[src/rtl/sipo_comma_align.sv]
// sipo_comma_align: receive-side deserializer with K28.5 comma alignment for an 8b/10b lane.
//
// Serial bits arrive LSB of each symbol first. A 10-bit sliding window is compared against
// both disparities of K28.5. In hunt, the first comma fixes the symbol boundary. While
// locked, a symbol is emitted every tenth enabled bit. Commas at other positions pulse
// align_err_o. LOSS_THRESH consecutive misaligned commas move the boundary onto the latest
// one. An aligned comma clears that run.
//
// Ports:
//   clk           rising-edge clock
//   rst           asynchronous reset, active-high
//   en_i          bit enable; sin_i is sampled only when high
//   sin_i         serial data, LSB of each symbol first
//   pout_o        aligned 10-bit symbol, bit0 = first received bit
//   pvalid_o      one-cycle pulse: pout_o holds a new symbol
//   is_comma_o    qualifies pvalid_o: symbol is COMMA_N or COMMA_P
//   locked_o      symbol alignment established
//   align_err_o   one-cycle pulse: comma seen off the boundary while locked
//
// Optional (`define SIPO_ALIGN_STATS_EN):
//   comma_cnt_o   saturating count of emitted comma symbols
//   realign_cnt_o saturating count of threshold re-alignments
module sipo_comma_align #(
    parameter logic [9:0]  COMMA_N     = 10'h17C,
    parameter logic [9:0]  COMMA_P     = 10'h283,
    parameter int unsigned LOSS_THRESH = 3
) (
    input  logic       clk,
    input  logic       rst,
    input  logic       en_i,
    input  logic       sin_i,
    output logic [9:0] pout_o,
    output logic       pvalid_o,
    output logic       is_comma_o,
    output logic       locked_o,
    output logic       align_err_o
`ifdef SIPO_ALIGN_STATS_EN
    ,
    output logic [15:0] comma_cnt_o,
    output logic [7:0]  realign_cnt_o
`endif
);

    typedef enum logic [0:0] {StHunt, StLocked} state_e;

    localparam logic [2:0] LossThresh = LOSS_THRESH[2:0];

    state_e     state_q, state_d;
    logic [9:0] win_q, win_d;
    logic [3:0] cnt_q, cnt_d;
    logic [2:0] mcnt_q, mcnt_d;
    logic [9:0] pout_q, pout_d;
    logic       pvalid_q, pvalid_d;
    logic       is_comma_q, is_comma_d;
    logic       align_err_q, align_err_d;
    logic       realign;

    logic [9:0] nxt;
    logic       nxt_comma;

    // Window as it will look after this bit is shifted in; oldest bit lands in bit0.
    assign nxt       = {sin_i, win_q[9:1]};
    assign nxt_comma = (nxt == COMMA_N) || (nxt == COMMA_P);

    always_comb begin
        state_d     = state_q;
        win_d       = win_q;
        cnt_d       = cnt_q;
        mcnt_d      = mcnt_q;
        pout_d      = pout_q;
        pvalid_d    = 1'b0;
        is_comma_d  = 1'b0;
        align_err_d = 1'b0;
        realign     = 1'b0;

        if (en_i) begin
            win_d = nxt;
            unique case (state_q)
                StHunt: begin
                    if (nxt_comma) begin
                        pout_d     = nxt;
                        pvalid_d   = 1'b1;
                        is_comma_d = 1'b1;
                        cnt_d      = 4'd0;
                        mcnt_d     = 3'd0;
                        state_d    = StLocked;
                    end
                end
                StLocked: begin
                    if (cnt_q == 4'd9) begin
                        pout_d     = nxt;
                        pvalid_d   = 1'b1;
                        is_comma_d = nxt_comma;
                        cnt_d      = 4'd0;
                        if (nxt_comma) begin
                            mcnt_d = 3'd0;
                        end
                    end else begin
                        cnt_d = cnt_q + 4'd1;
                        if (nxt_comma) begin
                            align_err_d = 1'b1;
                            if (mcnt_q + 3'd1 == LossThresh) begin
                                // Too many commas off the boundary: adopt this one.
                                pout_d     = nxt;
                                pvalid_d   = 1'b1;
                                is_comma_d = 1'b1;
                                cnt_d      = 4'd0;
                                mcnt_d     = 3'd0;
                                realign    = 1'b1;
                            end else begin
                                mcnt_d = mcnt_q + 3'd1;
                            end
                        end
                    end
                end
                default: state_d = StHunt;
            endcase
        end
    end

    always_ff @(posedge clk or posedge rst) begin
        if (rst) begin
            state_q     <= StHunt;
            win_q       <= 10'd0;
            cnt_q       <= 4'd0;
            mcnt_q      <= 3'd0;
            pout_q      <= 10'd0;
            pvalid_q    <= 1'b0;
            is_comma_q  <= 1'b0;
            align_err_q <= 1'b0;
        end else begin
            state_q     <= state_d;
            win_q       <= win_d;
            cnt_q       <= cnt_d;
            mcnt_q      <= mcnt_d;
            pout_q      <= pout_d;
            pvalid_q    <= pvalid_d;
            is_comma_q  <= is_comma_d;
            align_err_q <= align_err_d;
        end
    end

    assign pout_o      = pout_q;
    assign pvalid_o    = pvalid_q;
    assign is_comma_o  = is_comma_q;
    assign locked_o    = (state_q == StLocked);
    assign align_err_o = align_err_q;

`ifdef SIPO_ALIGN_STATS_EN
    logic [15:0] comma_cnt_q;
    logic [7:0]  realign_cnt_q;

    always_ff @(posedge clk or posedge rst) begin
        if (rst) begin
            comma_cnt_q   <= 16'd0;
            realign_cnt_q <= 8'd0;
        end else begin
            if (pvalid_d && is_comma_d && (comma_cnt_q != 16'hFFFF)) begin
                comma_cnt_q <= comma_cnt_q + 16'd1;
            end
            if (realign && (realign_cnt_q != 8'hFF)) begin
                realign_cnt_q <= realign_cnt_q + 8'd1;
            end
        end
    end

    assign comma_cnt_o   = comma_cnt_q;
    assign realign_cnt_o = realign_cnt_q;
`else
    logic unused_realign;
    assign unused_realign = realign;
`endif

endmodule

[config.mk]
export PLATFORM = sky130hd
export DESIGN_NAME = sipo_comma_align
export DESIGN_NICKNAME = d
export VERILOG_FILES = /design/src/rtl/sipo_comma_align.sv
export SDC_FILE = /design/constraint.sdc
export NUM_CORES = 1
export LEC_CHECK = 0
export ABC_CLOCK_PERIOD_IN_PS = 2300
export BUFFER_PORTS_ARGS = -buffer_cell sky130_fd_sc_hd__buf_2
export CAP_MARGIN = 15
export CORE_MARGIN = 5
export CORE_UTILIZATION = 45
export DETAILED_ROUTE_END_ITERATION = 8
export PLACE_DENSITY = 0.64
export SYNTH_ARGS = -nofsm -noshare
export SYNTH_HDL_FRONTEND = slang
export SYNTH_SLANG_ARGS = --single-unit
[constraint.sdc]
create_clock -name clk -period 2.3 [get_ports clk]
set_clock_uncertainty 0.2 [all_clocks]
set_input_delay 0.46 -clock clk [delete_from_list [all_inputs] [get_ports clk]]
set_output_delay 0.46 -clock clk [all_outputs]
set_load 0.05 [all_outputs]
==> results by group <==
Global routing
  • Grt met2 use: 20.9%
  • GRT overflow: 0
  • M1 GR Usage: 15.5%
  • Antenna violations before repair: 0
  • All-Layer GR Usage: 13.1%
  • GRT busiest layer: met2
  • Largest net degree at the start of global routing: 31
  • First-pass GRT wire length: 4180 um
  • GR Util met3: 5.30%
  • Vias in the first global route: 889

Floorplanning
  • Die Span Y: 65.4 um
  • Die area: 4270 um^2
  • Die X: 65.4 um
  • Row Count: 20
  • Initial Util: 46.0%
  • Core area: 3000 um^2
  • Io pins: 18

Clock network
  • CTS tree: yes
  • Num CTS Buffers: 5
  • Setup bufs post-CTS: 0
  • Clk slew on worst S/H paths: 0.08 ns
  • CTS root buf: clkbuf_4
  • H-tree depth: 2
  • CTS max path bufs: 2
  • Clock tree sinks: 30
  • Clk_lat worst skew: 0.31 ns
  • CTS Hold Bufs: 0

Synthesis
  • Synth Register Bits: 30
  • Synth Instances: 101
  • Synth Area in Simple Gates: 11.3%
  • Synth Area per Inst: 13.7 um^2
  • Post-Syn Nets: 109
  • Synthesis Warnings: 0
  • Post-synthesis xor/xnor area fraction: 0%
  • Register area share after synthesis: 54.4%
  • Distinct cells, synth: 32
  • Count of flip-flops with a built-in enable after synthesis: 0
  • Ys async rst share: 100%
  • Synth Area in Adders: 3.63%
  • Largest family of logic cells by synthesized area: multiplexers
  • Complex-gate fraction of the synthesized area: 8.88%
  • Multiplexer share of the synthesized area: 18.8%
  • Post-synthesis cell area: 1380 um^2
  • Main synth FF type: dfrtp_1

Route
  • Avg WL per Cell: 15.5 um
  • Detailed-route via count: 888
  • Drt first-iter violations: 36
  • DR DRC count: 0
  • Post-route ant nets: 0
  • Drt first pass iters: 2
  • Total wire length: 2510 um
  • Post-DR vias/cell: 5.48

STA
  • Final Max Tran Viols: 0
  • # setup viols final: 0
  • Slew of the pin with the lowest slew margin: 0.591 ns
  • Min Tclk post-route: 2.20 ns
  • Maximum clock rate: 454 MHz
  • Unrepaired setup endpoints after global routing: no
  • Relative slew slack: 60.3%
  • Sum Neg Setup Slack: 0 ns
  • Final hold viol count: 0
  • Tcrit/Tclk final: 95.8%

Place
  • GPL Wtd Cong: 0.785
  • DP Cell Count: 155
  • I/O Buffers: 17
  • DP HPWL: 1680 um
  • Post-DP Area: 1540 um^2

Critical path
  • CP arrival: 2.21 ns
  • Slowest cell on crit path: dfrtp_1
  • Crit path launch type: flip-flop
  • Crit-path cells: nor4_1 > and4_1 > buf_4 > o31a_2 > o21ai_2 > mux2_4
  • Critical path capture point type: flip-flop
  • CP Max Fanout: 5
  • Critical Path RT: 2.30 ns
  • Setup CP Type: reg2reg
  • CP max stage delay: 0.43 ns

Power
  • Max VDD drop: 0.480 mV
  • Leak pwr: 0.785 nW
  • PwrDens: 1200 nW/um^2
  • Power consumption: 1.94 mW

Cells and area
  • Ant diodes: 0
  • NumNets Final: 138
  • Area grow syn2layout: 16.7%
  • Design area: 1610 um^2
  • Layout Cells excl Fill: 162
  • Layout cell share with drive strength beyond 1: 44.2%

Run status
  • Status: finished, final reports clean

Flow run
  • Max_cap viols: 0

Hold path
  • HP Class: in2async
## layer usage
| layer | part of all wire, % | wire length [um] | vias up |
|---|---|---|---|
| met3 | 4.4 | 110 | 6 |
| met2 | 48 | 1200 | 15 |
| met4 | 1.8 | 44 | 0 |
| met1 | 46 | 1150 | 441 |
| li1 | - | - | 426 |
| met5 | 0 | 0 | - |
## critical path, delay by kind of cell (launching register included)
kind | cells | cell delay, ns
and+or+nand+nor | 2 | 0.61
DFF | 1 | 0.43
buffers and inverters | 1 | 0.14
AOI/OAI and AO/OA | 2 | 0.39
muxes | 1 | 0.32
## logic make-up (layout without fill, tap and decap cells)
family | count (synthesis) | count (layout)
adders and majority gates | 4 | 4
muxes | 20 | 20
buffers and inverters | 8 | 35
and+or+nand+nor | 24 | 24
DFF | 30 | 30
AOI/OAI and AO/OA | 15 | 16
## synthesized netlist by cell type, types with 2 or more instances
cell type | count | share of area, %
nor3_1 | 3 | 1.1
nor2_1 | 3 | 0.82
nand3_1 | 2 | 0.73
a22o_1 | 2 | 1.3
inv_1 | 4 | 1.1
nand2b_1 | 4 | 1.8
mux2_2 | 10 | 8.2
nand2_1 | 3 | 0.82
ha_1 | 4 | 3.6
o21ai_1 | 2 | 0.73
nor2b_1 | 2 | 0.91
o31ai_1 | 4 | 2.2
dfrtp_1 | 30 | 54
mux2_4 | 9 | 9.8
o21ai_2 | 2 | 1.3
## power by group
part           internal [mW]  switching [mW]  total, mW  leakage [nW]
Clock                  0.138           0.162      0.299        0.0302
Combinational          0.309           0.511      0.820         0.384
Sequential             0.690           0.129      0.819         0.371
## cells in the final DEF (no fill, tap or decap), types with 2 or more instances in the layout
master	instances
nand2b_1	4
nor3_1	3
buf_2	17
inv_1	4
o21ai_2	2
mux2_4	9
o31ai_1	4
o21ai_1	2
a22o_1	2
ha_1	4
nor2b_1	2
dfrtp_1	30
buf_4	7
clkbuf_4	5
nor2_1	3
nand2_1	3
nand3_1	2
mux2_2	10
## through the flow
stage / util [%] / setup WS (ns) / hold slack [ns]
floorplan: - / 0.242 / 0.279
CTS: 53.1 / 0.0893 / 0.00128
global placement: 51.2 / 0.0138 / 0.277
finish: 53.6 / 0.0972 / 0.00161
global route: 53.6 / 0.0199 / 0.0308
detailed placement: 51.2 / -0.0386 / 0.286
## timing repair
item | in CTS | in global routing
setup endpoints to repair | 10 | 1
endpoints found under the hold margin | 0 | 0
cloned | 0 | 1
resized for setup | 1 | 1
## state kept, by name, summed over array words and instances, names as in the netlist
name         flops
win_q            9
cnt_q            4
mcnt_q           3
pvalid_o         1
align_err_o      1
pout_o          10
locked_o         1
is_comma_o       1
## worst paths after layout
kind	from	to	slack [ns]	depth (start not counted)
max reg2reg	win_q[3]	pout_o[2]	0.1	6
max	win_q[3]	pout_o[2]	0.1	6
max in group asynchronous	rst	pout_o[6]	1.62	3
min reg2reg	pout_o[5]	pout_o[5]	0.30	1
min	rst	align_err_o	0.002	3
min in group clk	sin_i	pout_o[9]	0.26	2
## area by class of cell
type | count | area, um^2
Inverter | 5 | 18.8
Tap cell | 33 | 41.3
Fill cell | 254 | 1390
Multi-Input combinational cell | 64 | 611
Sequential cell | 30 | 751
Timing Repair Buffer | 24 | 138
Clock buffer | 6 | 51.3
(Power assumes the default switching activity.)
